<file path="config.mk">
export PLATFORM = sky130hd
export DESIGN_NAME = muldiv_sequencer_flat
export DESIGN_NICKNAME = d
export VERILOG_FILES = /design/src/rtl/muldiv_sequencer_if.sv /design/src/rtl/muldiv_sequencer.sv /design/src/flat_wrapper.sv
export SDC_FILE = /design/constraint.sdc
export NUM_CORES = 1
export LEC_CHECK = 0
export ABC_AREA = 1
export CAP_MARGIN = 10
export CELL_PAD_IN_SITES_DETAIL_PLACEMENT = 0
export CELL_PAD_IN_SITES_GLOBAL_PLACEMENT = 1
export CORE_ASPECT_RATIO = 0.75
export CORE_MARGIN = 1
export CORE_UTILIZATION = 33
export CTS_BUF_LIST = sky130_fd_sc_hd__clkbuf_2
export CTS_CLUSTER_SIZE = 30
export DETAILED_ROUTE_END_ITERATION = 10
export DONT_BUFFER_PORTS = 1
export PLACE_DENSITY = 0.59
export SKIP_LAST_GASP = 1
export SYNTH_ARGS = -nofsm -noshare
export SYNTH_HDL_FRONTEND = slang
export SYNTH_SLANG_ARGS = --single-unit
</file>
<file path="constraint.sdc">
create_clock -name clk -period 3.11 [get_ports clk]
set_input_delay 0.622 -clock clk [delete_from_list [all_inputs] [get_ports clk]]
set_output_delay 0.622 -clock clk [all_outputs]
set_load 0.03 [all_outputs]
</file>
<file path="src/rtl/muldiv_sequencer_if.sv">
// Handshake and result bus between the EX stage and the multiply/divide sequencer.
// The EX stage (master) drives the request and operands; the sequencer (slave)
// returns status, stall and the two result words.
interface muldiv_sequencer_if #(
    parameter int WIDTH = 16
);
    logic             i_start;
    logic [3:0]       i_func;
    logic [WIDTH-1:0] i_op_a;
    logic [WIDTH-1:0] i_op_b;
    logic             o_busy;
    logic             o_stall;
    logic             o_done;
    logic [WIDTH-1:0] o_result_lo;
    logic [WIDTH-1:0] o_result_hi;
    logic             o_div_zero;
    logic             o_ovf;

    modport master (
        output i_start, i_func, i_op_a, i_op_b,
        input  o_busy, o_stall, o_done, o_result_lo, o_result_hi, o_div_zero, o_ovf
    );

    modport slave (
        input  i_start, i_func, i_op_a, i_op_b,
        output o_busy, o_stall, o_done, o_result_lo, o_result_hi, o_div_zero, o_ovf
    );
endinterface

</file>
<file path="src/rtl/muldiv_sequencer.sv">
// Multi-cycle signed multiply / divide sequencer that sits beside EX.
// Operands are converted to magnitudes, run through WIDTH iterations of
// shift-add (multiply) or restoring division (divide), then signs are applied
// in a single fix-up cycle before the results are presented for one cycle.
module muldiv_sequencer #(
    parameter int WIDTH = 16
) (
    input logic           clk,
    input logic           reset,
    muldiv_sequencer_if.slave bus
);

    localparam int CW = $clog2(WIDTH);

    localparam logic [1:0] S_IDLE = 2'd0;
    localparam logic [1:0] S_RUN  = 2'd1;
    localparam logic [1:0] S_FIX  = 2'd2;
    localparam logic [1:0] S_DONE = 2'd3;

    localparam logic [3:0]       FUNC_MUL   = 4'b1000;
    localparam logic [3:0]       FUNC_DIV   = 4'b0100;
    localparam logic [WIDTH-1:0] MOST_NEG   = {1'b1, {(WIDTH-1){1'b0}}};
    localparam logic [CW-1:0]    LAST_COUNT = CW'(WIDTH - 1);

    // Sequencer state and operation context captured at accept time
    logic [1:0]         r_state;
    logic [CW-1:0]      r_count;
    logic               r_isDiv;
    logic               r_resNeg;
    logic               r_remNeg;
    logic               r_ovfCase;
    // Multiply: {accumulator, multiplier}; divide: low half is dividend/quotient
    logic [2*WIDTH-1:0] r_prod;
    // Multiplicand magnitude for multiply, divisor magnitude for divide
    logic [WIDTH-1:0]   r_other;
    logic [WIDTH-1:0]   r_rem;

    // Architectural outputs, held until the next accepted operation rewrites them
    logic [WIDTH-1:0]   r_resultLo;
    logic [WIDTH-1:0]   r_resultHi;
    logic               r_divZero;
    logic               r_ovf;

    logic               w_isMul;
    logic               w_isDiv;
    logic               w_funcValid;
    logic               w_divZero;
    logic               w_accept;
    logic [WIDTH-1:0]   w_magA;
    logic [WIDTH-1:0]   w_magB;
    logic [WIDTH:0]     w_mulAdd;
    logic [WIDTH:0]     w_mulSum;
    logic [WIDTH:0]     w_remShift;
    logic [WIDTH:0]     w_remDiff;
    logic               w_fits;
    logic [2*WIDTH-1:0] w_prodSigned;
    logic [WIDTH-1:0]   w_quoMag;
    logic [WIDTH-1:0]   w_quoSigned;
    logic [WIDTH-1:0]   w_remSigned;

    // Request decode: only multiply and divide function codes are recognised
    assign w_isMul     = (bus.i_func == FUNC_MUL);
    assign w_isDiv     = (bus.i_func == FUNC_DIV);
    assign w_funcValid = w_isMul | w_isDiv;
    assign w_divZero   = w_isDiv & (bus.i_op_b == '0);
    assign w_accept    = (r_state == S_IDLE) & bus.i_start & w_funcValid;

    // Magnitudes of the incoming operands; the most negative value maps to 2^(W-1)
    assign w_magA = bus.i_op_a[WIDTH-1] ? -bus.i_op_a : bus.i_op_a;
    assign w_magB = bus.i_op_b[WIDTH-1] ? -bus.i_op_b : bus.i_op_b;

    // Shift-add step: add multiplicand to upper half when the current multiplier bit is set
    assign w_mulAdd = r_prod[0] ? {1'b0, r_other} : '0;
    assign w_mulSum = {1'b0, r_prod[2*WIDTH-1:WIDTH]} + w_mulAdd;

    // Restoring-divide step: shift next dividend bit in and trial-subtract the divisor
    assign w_remShift = {r_rem, r_prod[WIDTH-1]};
    assign w_remDiff  = w_remShift - {1'b0, r_other};
    assign w_fits     = ~w_remDiff[WIDTH];

    // Sign fix-up applied to the unsigned results in the FIX cycle
    assign w_prodSigned = r_resNeg ? -r_prod : r_prod;
    assign w_quoMag     = r_prod[WIDTH-1:0];
    assign w_quoSigned  = r_resNeg ? -w_quoMag : w_quoMag;
    assign w_remSigned  = r_remNeg ? -r_rem : r_rem;

    assign bus.o_busy      = (r_state != S_IDLE);
    assign bus.o_stall     = w_accept | (r_state == S_RUN) | (r_state == S_FIX);
    assign bus.o_done      = (r_state == S_DONE);
    assign bus.o_result_lo = r_resultLo;
    assign bus.o_result_hi = r_resultHi;
    assign bus.o_div_zero  = r_divZero;
    assign bus.o_ovf       = r_ovf;

    // Main sequencer: accept in IDLE, iterate in RUN, apply signs in FIX, pulse DONE
    always_ff @(posedge clk) begin
        if (!reset) begin
            r_state    <= S_IDLE;
            r_count    <= '0;
            r_isDiv    <= 1'b0;
            r_resNeg   <= 1'b0;
            r_remNeg   <= 1'b0;
            r_ovfCase  <= 1'b0;
            r_prod     <= '0;
            r_other    <= '0;
            r_rem      <= '0;
            r_resultLo <= '0;
            r_resultHi <= '0;
            r_divZero  <= 1'b0;
            r_ovf      <= 1'b0;
        end else begin
            case (r_state)
                S_IDLE: begin
                    if (w_accept) begin
                        if (w_divZero) begin
                            r_resultLo <= '1;
                            r_resultHi <= bus.i_op_a;
                            r_divZero  <= 1'b1;
                            r_ovf      <= 1'b0;
                            r_state    <= S_DONE;
                        end else begin
                            r_isDiv   <= w_isDiv;
                            r_resNeg  <= bus.i_op_a[WIDTH-1] ^ bus.i_op_b[WIDTH-1];
                            r_remNeg  <= bus.i_op_a[WIDTH-1];
                            r_ovfCase <= w_isDiv & (bus.i_op_a == MOST_NEG) & (bus.i_op_b == '1);
                            r_prod    <= {{WIDTH{1'b0}}, (w_isDiv ? w_magA : w_magB)};
                            r_other   <= w_isDiv ? w_magB : w_magA;
                            r_rem     <= '0;
                            r_count   <= '0;
                            r_divZero <= 1'b0;
                            r_ovf     <= 1'b0;
                            r_state   <= S_RUN;
                        end
                    end
                end
                S_RUN: begin
                    if (r_isDiv) begin
                        r_rem              <= w_fits ? w_remDiff[WIDTH-1:0] : w_remShift[WIDTH-1:0];
                        r_prod[WIDTH-1:0]  <= {r_prod[WIDTH-2:0], w_fits};
                    end else begin
                        r_prod <= {w_mulSum, r_prod[WIDTH-1:1]};
                    end
                    r_count <= r_count + 1'b1;
                    if (r_count == LAST_COUNT) begin
                        r_state <= S_FIX;
                    end
                end
                S_FIX: begin
                    if (r_isDiv) begin
                        if (r_ovfCase) begin
                            r_resultLo <= MOST_NEG;
                            r_resultHi <= '0;
                            r_ovf      <= 1'b1;
                        end else begin
                            r_resultLo <= w_quoSigned;
                            r_resultHi <= w_remSigned;
                        end
                    end else begin
                        r_resultLo <= w_prodSigned[WIDTH-1:0];
                        r_resultHi <= w_prodSigned[2*WIDTH-1:WIDTH];
                    end
                    r_state <= S_DONE;
                end
                S_DONE: begin
                    r_state <= S_IDLE;
                end
                default: begin
                    r_state <= S_IDLE;
                end
            endcase
        end
    end

endmodule

</file>
<file path="src/flat_wrapper.sv">
// flat-port wrapper written by rule: the top's interface ports become plain ports
module muldiv_sequencer_flat 
#(
    parameter int WIDTH = 16
)
  (clk, reset, bus_i_start, bus_i_func, bus_i_op_a, bus_i_op_b, bus_o_busy, bus_o_stall, bus_o_done, bus_o_result_lo, bus_o_result_hi, bus_o_div_zero, bus_o_ovf);
  muldiv_sequencer_if #(.WIDTH(WIDTH)) bus_i ();
  input logic clk;
  input logic reset;
  input wire logic [$bits(bus_i.i_start)-1:0] bus_i_start;
  input wire logic [$bits(bus_i.i_func)-1:0] bus_i_func;
  input wire logic [$bits(bus_i.i_op_a)-1:0] bus_i_op_a;
  input wire logic [$bits(bus_i.i_op_b)-1:0] bus_i_op_b;
  output wire logic [$bits(bus_i.o_busy)-1:0] bus_o_busy;
  output wire logic [$bits(bus_i.o_stall)-1:0] bus_o_stall;
  output wire logic [$bits(bus_i.o_done)-1:0] bus_o_done;
  output wire logic [$bits(bus_i.o_result_lo)-1:0] bus_o_result_lo;
  output wire logic [$bits(bus_i.o_result_hi)-1:0] bus_o_result_hi;
  output wire logic [$bits(bus_i.o_div_zero)-1:0] bus_o_div_zero;
  output wire logic [$bits(bus_i.o_ovf)-1:0] bus_o_ovf;
  assign bus_i.i_start = bus_i_start;
  assign bus_i.i_func = bus_i_func;
  assign bus_i.i_op_a = bus_i_op_a;
  assign bus_i.i_op_b = bus_i_op_b;
  assign bus_o_busy = bus_i.o_busy;
  assign bus_o_stall = bus_i.o_stall;
  assign bus_o_done = bus_i.o_done;
  assign bus_o_result_lo = bus_i.o_result_lo;
  assign bus_o_result_hi = bus_i.o_result_hi;
  assign bus_o_div_zero = bus_i.o_div_zero;
  assign bus_o_ovf = bus_i.o_ovf;
  muldiv_sequencer #(.WIDTH(WIDTH)) u_core (.clk(clk), .reset(reset), .bus(bus_i));
endmodule
</file>
; ---- After elaboration in Yosys (flattened, before gate mapping)
; Cells that the tools add are included.
[classes]
add_sub_neg = 8
multipliers = 0
n_div = 0
magnitude_cmp = 0
eq_ne = 16
shift = 0
n_mux = 40
n_bitwise = 11
reduce_logical = 13
[op_table]
columns = cell, n
row1 = $mux W16, 21
row2 = $mux W32, 3
row3 = $pmux W16 S2, 3
row4 = $neg A16 Y16, 4
row5 = $pmux W32 S2, 1
row6 = $eq A16 B16 Y1 const B, 2
row7 = $neg A32 Y32, 1
row8 = $add A16 B17 Y17, 1
row9 = $sub A17 B16 Y17, 1
row10 = $logic_not A16 Y1, 1
row11 = $reduce_and A4 Y1, 3
row12 = $ne A2 B1 Y1 const B, 5
row13 = $reduce_and A3 Y1, 3
row14 = $eq A4 B4 Y1 const B, 2
row15 = $mux W4, 2
row16 = $pmux W2 S4, 1
row17 = $pmux W4 S2, 1
row18 = $mux W2, 3
row19 = $ne A2 B2 Y1 const B, 3
row20 = $reduce_bool A2 Y1, 3
row21 = $and A1 B1 Y1, 5
row22 = $add A4 B1 Y4 const B, 1
row23 = $eq A2 B2 Y1 const B, 2
row24 = $eq A4 B3 Y1 const B, 1
row25 = other kinds (8), 15
[word_totals]
register_bits = 108
latch_bits = 0
ramBits = 0
rom_bits = 0
inputBits = 39
out_inout_bits = 37
wordCells = 102
n_memories = 0

; ---- Logic depth before layout (Yosys ltp)
; Gate-level depths: netlist of run 1.
[depth]
ltp_word = 6
ltp_mapped = 15
depth_no_buf = 15

; ---- Worst setup path after synthesis of run 1
; Ideal clock, no wire load.
[synth_path]
path_kind = register -> register
start = register u_core.r_prod[0]
end = register u_core.r_prod[27]
setup_time_ns = 0.070
t_arrival_ns = 2.455
required_ns = 3.040
setup_slack_ns = 0.585
path_stages_with_launch = 14
path_buffers = 2
synth_period_minus_slack_ns = 2.525
path_cell_list = dfxtp_1 > clkbuf_1 > clkbuf_1 > nand2_1 > inv_1 > ha_1 > inv_1 > fa_1 > o31ai_1 > nand3_1 > nand3_1 > nor2_1 > nand3b_1 > a21oi_1
[synth_between]
elab_chain_len = 4
[synth_lines]
columns = element, line
row1 = from (decl), muldiv_sequencer.sv:33  ; logic [2*WIDTH-1:0] r_prod;
row2 = from (signal assigned), muldiv_sequencer.sv:126  ; r_prod <= {{WIDTH{1'b0}}, (w_isDiv ? w_magA : w_magB)};
row3 = "from (signal, indexed assignment)", muldiv_sequencer.sv:139  ; r_prod[WIDTH-1:0] <= {r_prod[WIDTH-2:0], w_fits};
row4 = from (signal assigned), muldiv_sequencer.sv:141  ; r_prod <= {w_mulSum, r_prod[WIDTH-1:1]};
row5 = $mux W16, muldiv_sequencer.sv:73  ; assign w_mulAdd = r_prod[0] ? {1'b0, r_other} : '0;
row6 = $add A16 B17 Y17, muldiv_sequencer.sv:74  ; assign w_mulSum = {1'b0, r_prod[2*WIDTH-1:WIDTH]} + w_mulAdd;
row7 = $mux W16, muldiv_sequencer.sv:137  ; if (r_isDiv) begin
row8 = $pmux W32 S2, muldiv_sequencer.sv:112  ; case (r_state)
; No other way between the ends. The select of a mux whose other input is x is not followed.
; A chain may end at the register's enable or synchronous reset.

; ---- Worst setup path in the final report of run 1
[layout_path]
start = register u_core.r_state[0]
end = output port bus_o_stall
[layout_between]
elab_chain_len = 5
elab_cells_between_ends = 7
cone_classes = eq/ne: 2 / bitwise: 4 / reduce/logical: 1
[layout_lines]
columns = element, line
row1 = from (decl), muldiv_sequencer.sv:26  ; logic [1:0] r_state;
row2 = from (signal assigned), muldiv_sequencer.sv:98  ; r_state <= S_IDLE;
row3 = from (signal assigned), muldiv_sequencer.sv:120  ; r_state <= S_DONE;
row4 = from (signal assigned), muldiv_sequencer.sv:132  ; r_state <= S_RUN;
row5 = $logic_not A2 Y1, muldiv_sequencer.sv:66  ; assign w_accept = (r_state == S_IDLE) & bus.i_start & w_funcValid;
row6 = $and A1 B1 Y1 (2 in series), muldiv_sequencer.sv:66
row7 = $or A1 B1 Y1, muldiv_sequencer.sv:88  ; assign bus.o_stall = w_accept | (r_state == S_RUN) | (r_state == S_FIX);
row8 = $or A1 B1 Y1 *, muldiv_sequencer.sv:88
row9 = to (decl), flat_wrapper.sv:15  ; output wire logic [$bits(bus_i.o_stall)-1:0] bus_o_stall;
; Every way passes the cells marked *; elsewhere a longest branch is shown, timed or not.

==> summary.md, run 1 <==
| Metric | Value |
|---|---|
| Status | completed |
| CP cell instances | inv_1, ha_1, inv_1, nand3_1 |
| CP endpoint | bus_o_stall |
| Placer Congestion | 0.891 |
| Pin count of the biggest net entering global routing | 49 |
| Min cycle time layout | between 2000 and 3000 ps |
| CP required | about 2500 ps |
| Logic pwr share | about 34% |
| Clock share of power | 21.4% |
| RR Endpoint | u_core.r_rem[12] |
| Pint | approximately 1900 uW |
| Most frequent cells in the layout | nand2_1, inv_1, nand3_1, nor2_1, a21oi_1 |
| DR DRC count | 0 |
| Post-synthesis cell count | roughly 1600 |
| Setup TNS | 0 ps |
| Initial core utilization | roughly 34% |
| CTS Buffer Depth | 2 |
| Worst R2R Start | u_core.r_prod[15] |
| Hold WC Path Type | in2reg |
| Count of different cell masters after synthesis | between 40 and 50 |
| Asr flop ratio synth | 0% |
| Die area | between 20000 and 30000 sq um |
| Grt ovf | 0 |
| Leak | between 0.004 and 0.005 uW |
| Max_cap viols | 0 |
| Share of power burned in registers | 44.7% |
| GRT Util Overall | between 20% and 30% |
| Switching pwr | between 1000 and 1500 uW |
| R2r setup slk | approximately 400 ps |
| Avg Synthesized Cell Area | roughly 5.9 sq um |
| Largest stage delay, worst path | about 460 ps |
| Share of cells above drive strength 1 | a little under 7% |
| Commonest non-fill, non-tap cell in the layout | nand2_1 |
| Sw Ratio | between 40% and 50% |
| CTS Root Cell | clkbuf_2 |
| Core area | about 27000 sq um |
| Post-Route WL | ~37000 microns |
| Iter 0 DRT Violations | about 940 |
| EDFF count, synth | 0 |
| Ports | 76 |
| Vias in the first global route | ~9300 |
| Dominant synthesized flop cell | dfxtp_1 |
| Htree depth | 3 |
| Port Buffers | 0 |
| CP startpoint | u_core.r_state[0] |
| Sequential element share of the synthesized area | 23.3% |
| Rel. slew slack | 34.4% |
| ANT nets after route | 0 |
| CP startpoint kind | register |
| Wire per inst | about 20 microns |
| CTS tree | built |
| Fin. max-slew vios | 0 |
| Slew of the pin with the lowest slew margin | between 900 and 1000 ps |
| Crit end category | output port |
| Worst skew pair latency | about 740 ps |
| Peak VDD IR | between 150 and 200 uV |
| Slowest CP cell | dfxtp_1 |
| Final instance area | 9850 sq um |
| Vias per std cell | 5.28 |
| WP data arrival | around 2300 ps |
| Syn_nets | roughly 1600 |
| Post-synthesis register bit count | about 110 |
| Num CTS Buffers | 9 |
| Die Span Y | between 100 and 150 microns |
| FP Rows | between 50 and 60 |
| Area growth syn-to-layout | 6.01% |
| Layout net count | 1639 |
| HPWL after DPL | slightly below 30000 microns |
| R2R depth | 12 |
| Die width | between 150 and 200 microns |
| Yosys warns | 0 |
| Clk slew on worst S/H paths | 350 ps |
| Final Hold Fails | 0 |
| Peak Freq | between 300 and 400 MHz |
| RSZ-0062 raised after global routing | false |
| Placed cell area | 9690 sq um |
| Pwr Density | ~340 nW/um^2 |
| Clock sinks | between 100 and 150 |
| First-pass GRT wire length | 56800 microns |
| Final setup violation count | 0 |
| Total vias in the final route | approximately 10000 |
| Pre-antenna DRT Iters | 5 |
| Synthesized area | just over 9000 sq um |
| Final setup skew | 69.2 ps |
| Period utilisation layout | 94.3% |
| Antenna violations before repair | 2 |
| Setup CP Type | reg2out |
| Most frequent CP cell | inv_1 |
| Top fanout value on the critical path | 13 |
kinds of logic (layout without fill, tap and decap cells):
kind of cell | count (synthesis) | count (layout) | synth area share, %
buffers and inverters | 243 | 239 | 10.7
xor gates and xnor gates | 31 | 31 | 2.92
DFF | 108 | 108 | 23.3
and+or+nand+nor | 839 | 839 | 39.4
adders and majority gates | 45 | 45 | 6.22
AOI/OAI and AO/OA | 298 | 298 | 17.4
other | 0 | 2 | 0
per-layer routing:
| metal | track usage, % | vias up | wire length (microns) |
|---|---|---|---|
| met5 | 0 | - | 0 |
| met4 | 2.97 | 0 | 187 |
| met3 | 4.34 | 18 | 2180 |
| met2 | 36.3 | 309 | 14800 |
| met1 | 41.6 | 4674 | 20200 |
| li1 | - | 5109 | - |
metrics by stage:
step                      utilization [%]  cells  total power [uW]  hold WS (ps)  setup WS [ps]
after floorplan                         -   1564              2300           458            585
after global placement               35.5   1892              2650           507            446
after detailed placement             35.5   1892              2640           502            381
after CTS                            35.9   1909              3380          9.29            127
after global routing                 36.0   1913              3600          2.04          0.810
final                                36.0   1913              3390          47.7            176
synth_stat cells, types with 6 or more instances:
| cell | n | area share (%) |
|---|---|---|
| a21oi_1 | 133 | 7.2 |
| a21oi_2 | 8 | 0.75 |
| a22oi_1 | 6 | 0.48 |
| a31oi_1 | 11 | 0.74 |
| buf_2 | 15 | 0.81 |
| buf_6 | 7 | 0.85 |
| clkbuf_1 | 27 | 1.1 |
| dfxtp_1 | 108 | 23 |
| ha_1 | 43 | 5.8 |
| inv_1 | 174 | 7.0 |
| inv_2 | 9 | 0.36 |
| nand2_1 | 444 | 18 |
| nand2_2 | 10 | 0.67 |
| nand3_1 | 170 | 9.2 |
| nand3b_1 | 10 | 0.81 |
| nand4_1 | 23 | 1.5 |
| nor2_1 | 134 | 5.4 |
| nor2_2 | 6 | 0.40 |
| nor3_1 | 14 | 0.75 |
| o211ai_1 | 8 | 0.65 |
| o21ai_0 | 102 | 5.5 |
| o21ai_1 | 7 | 0.38 |
| o21bai_1 | 6 | 0.48 |
| o22ai_1 | 9 | 0.61 |
| or2_2 | 6 | 0.40 |
| xor2_1 | 26 | 2.5 |
repair_timing:
item	CTS	global route
setup buffers	0	0
resized for setup	0	0
hold buffers	1	2
hold endpoints to repair	48	2
critical path: cells and delay by family, from the launching register on:
kind	cells	cell delay (ps)
buffers and inverters	2	520
flip-flops	1	460
adder cells (fa/ha/maj)	1	220
AND/OR/NAND/NOR	1	410
sequential cells by signal, summed over array words and instances (netlist names), 2 cells and up:
signal	flops
u_core.r_rem	16
u_core.r_prod	32
u_core.r_count	4
u_core.r_other	16
u_core.r_state	2
u_core.bus.o_result_lo	16
u_core.bus.o_result_hi	16
power by group through the flow:
| stage | sequential (uW) | clock [uW] | combinational (uW) |
|---|---|---|---|
| floorplan | 1510 | 0 | 791 |
| global placement | 1530 | 0 | 1120 |
| detailed placement | 1530 | 0 | 1110 |
| CTS | 1510 | 743 | 1130 |
| global route | 1520 | 798 | 1270 |
| finish | 1510 | 726 | 1150 |
layout make-up:
cell class                      instances  area [sq um]
Inverter                              189           716
Antenna cell                            2          5.00
Clock buffer                            9          45.0
Clock inverter                          7          65.1
Timing Repair Buffer                   34           285
Sequential cell                       108          2160
Tap cell                              351           439
Fill cell                            3195         17500
Multi-Input combinational cell       1213          6130
worst min-delay path by stage:
stage | to | from | cells past startpoint
2_1_floorplan | u_core.r_other[2] | u_core.r_other[2] | 2
3_3_place_gp | u_core.r_state[1] | u_core.r_state[1] | 2
3_5_place_dp | u_core.r_state[1] | u_core.r_state[1] | 2
4_1_cts | u_core.r_remNeg | reset | 2
5_1_grt | u_core.r_other[0] | bus_i_op_a[0] | 2
6_report | u_core.r_other[0] | bus_i_op_a[0] | 2
Note: power is estimated with default switching activity, not from simulation.
==> run 2: changes to the inputs <==
Settings changed: GPL_TIMING_DRIVEN from default to 1, PLACE_DENSITY 0.59 to 0.7.
==> run 2 against run 1 <==
  * Count of clock-buffer cells in the layout did not move
  * Critical path depth rose by 2
  * Routed wire length fell by 5.3%
  * Via count rose by 1.5%
  * Sequential power barely moved
  * Non-clock buffer count fell by 6
  * Sequential share of layout area rose by 0.10 points
  * Combinational power fell by 4%
  * Worst setup slack improved by 100 ps
  * Highest routed layer unchanged
==> summary.md, run 2 (same netlist as run 1, synthesis figures left out) <==
| Metric | Value |
|---|---|
| Status | completed (unchanged) |
| Period utilisation layout | 91.0% (was 94.3%) |
| CTS Buffer Depth | 2 (unchanged) |
| Setup CP Type | reg2out (unchanged) |
| Pre-antenna DRT Iters | 5 (unchanged) |
| Port Buffers | 0 (unchanged) |
| Pwr Density | 342 nW/um^2 (was 344 nW/um^2) |
| Leak | 0.00467 uW (was 0.00470 uW) |
| ANT nets after route | 0 (unchanged) |
| WP data arrival | 2210 ps (was 2310 ps) |
| Vias in the first global route | 8976 (was 9262) |
| Peak Freq | 353 MHz (was 341 MHz) |
| Iter 0 DRT Violations | 1156 (was 936) |
| Pin count of the biggest net entering global routing | 49 (unchanged) |
| GRT Util Overall | 24.5% (was 26.0%) |
| First-pass GRT wire length | 54000 microns (was 56800 microns) |
| Antenna violations before repair | 1 (was 2) |
| CTS Root Cell | clkbuf_2 (unchanged) |
| Wire per inst | 18.6 microns (was 19.5 microns) |
| CP Buf/Inv Count | 4 (was 2) |
| Final setup skew | 51.0 ps (was 69.2 ps) |
| Slew of the pin with the lowest slew margin | 977 ps (was 981 ps) |
| Placer Congestion | 0.944 (was 0.891) |
| Htree depth | 3 (unchanged) |
| Rel. slew slack | 34.6% (was 34.4%) |
| Area growth syn-to-layout | 5.51% (was 6.01%) |
| Crit end category | output port (unchanged) |
| Max_cap viols | 0 (unchanged) |
| Largest stage delay, worst path | 460 ps (about the same) |
| Die width | 196 microns (unchanged) |
| Grt ovf | 0 (unchanged) |
| Final Hold Fails | 0 (unchanged) |
| Num CTS Buffers | 9 (unchanged) |
| Commonest non-fill, non-tap cell in the layout | nand2_1 (unchanged) |
| Initial core utilization | 34.0% (unchanged) |
| Post-Route WL | 35400 microns (was 37400 microns) |
| Worst skew pair latency | 730 ps (was 740 ps) |
| Clk slew on worst S/H paths | 360 ps (was 350 ps) |
| Setup TNS | 0 ps (unchanged) |
| Vias per std cell | 5.38 (was 5.28) |
| Placed cells | 1885 (was 1892) |
| Top fanout value on the critical path | 22 (was 13) |
| Peak VDD IR | 267 uV (was 163 uV) |
| Fin. max-slew vios | 0 (unchanged) |
| CP startpoint kind | register (unchanged) |
| Total vias in the final route | 10300 (was 10100) |
| Non-Filler Instances | 1906 (was 1913) |
| CP required | 2490 ps (about the same) |
| Layout net count | 1633 (was 1639) |
| Most frequent CP cell | inv_1 (unchanged) |
| Hold WC Path Type | in2reg (unchanged) |
| CP startpoint | u_core.r_state[0] (unchanged) |
| Clock sinks | 108 (unchanged) |
| Share of cells above drive strength 1 | 6.56% (was 6.86%) |
| Worst R2R Start | u_core.r_state[0] (was u_core.r_prod[15]) |
| Die Span Y | 147 microns (unchanged) |
| Max reg flops | 32 (unchanged) |
| Delay-heaviest family, CP | buffers and inverters (unchanged) |
| HP Start | bus_i_op_a[15] (was bus_i_op_a[0]) |
| DR DRC count | 0 (unchanged) |
| Ports | 76 (unchanged) |
| Fillers | 3138 (was 3195) |
| Final instance area | 9800 sq um (was 9850 sq um) |
| Placed cell area | 9630 sq um (was 9690 sq um) |
| Die area | 28800 sq um (unchanged) |
| CP cell instances | inv_1, ha_1, buf_4, inv_1, buf_6, nand3_2 (was inv_1, ha_1, inv_1, nand3_1) |
| Min cycle time layout | 2830 ps (was 2930 ps) |
| Core area | 27300 sq um (unchanged) |
| RSZ-0062 raised after global routing | false (unchanged) |
| HPWL after DPL | 28000 microns (was 29600 microns) |
| Most frequent cells in the layout | nand2_1, inv_1, nand3_1, nor2_1, a21oi_1 (unchanged) |
| FP Rows | 52 (unchanged) |
| Final setup violation count | 0 (unchanged) |
| Slowest CP cell | dfxtp_1 (unchanged) |
| CTS tree | built (unchanged) |
| Biggest register | u_core.r_prod (unchanged) |
==> run 2: changes by cell type in the layout (fill, tap and decap cells not counted), sizes merged <==
cell	delta
dlygate4sd3	+1
diode	-1
buf	-7
==> run 2: worst register-to-register path, stage by stage, from the launching register on <==
cell     delay, ps
dfxtp_1        460
inv_1           90
ha_1           320
inv_1          310
nand2_1         90
nand2_1        120
nand2_4        200
nor2_1         820
nand3_1        160
a21oi_1        180
==> run 2: stage by stage <==
step / power [uW] / worst slack, ps / utilization [%] / hold WS [ps]
after floorplan: 2300 / 585 / - / 458
after global placement: 2600 / 513 / 35.2 / 478
after detailed placement: 2600 / 429 / 35.2 / 506
after CTS: 3340 / 59.5 / 35.7 / 6.55
after global routing: 3560 / 72.6 / 35.9 / 16.1
final: 3350 / 280 / 35.9 / 81.0
==> run 2: path summary, 6_finish.rpt <==
kind | end | slack, ps | cells past startpoint
max | bus_o_stall | 280 | 6
min | u_core.r_remNeg | 80 | 2
max reg2reg | u_core.r_prod[25] | 340 | 9
min reg2reg | u_core.r_prod[31] | 520 | 2
==> run 2: final cells by class <==
class	instances	area, sq um	share of cell area (%)
repair buffers	28	234	2.39
multi-input cells	1213	6130	62.6
clock buffers	9	45.0	0.460
well taps	351	439	4.48
flip-flops and latches	108	2160	22.1
clock inverters	7	67.6	0.689
diodes	1	2.50	0.0255
inverters	189	716	7.30
==> run 2: power breakdown <==
part / leakage, uW / internal (uW) / switching (uW)
registers: 0.000872 / 1440 / 78.3
clock network: 0.0000685 / 133 / 599
logic: 0.00373 / 328 / 769
==> run 2: what timing repair did <==
item | CTS | global route
endpoints found under the hold margin | 48 | 3
buffers inserted | 0 | 0
hold buffers | 2 | 2
gates resized for setup | 0 | 2
setup endpoints to repair | 0 | 1
==> run 2: layer usage <==
| layer | part of all wire, % | routed length (microns) | global-route usage [%] |
|---|---|---|---|
| met1 | 51 | 18100 | 39.2 |
| met2 | 37 | 13100 | 32.0 |
| met3 | 10 | 3680 | 5.97 |
| met4 | 1.6 | 565 | 4.69 |
| met5 | 0 | 0 | 0 |
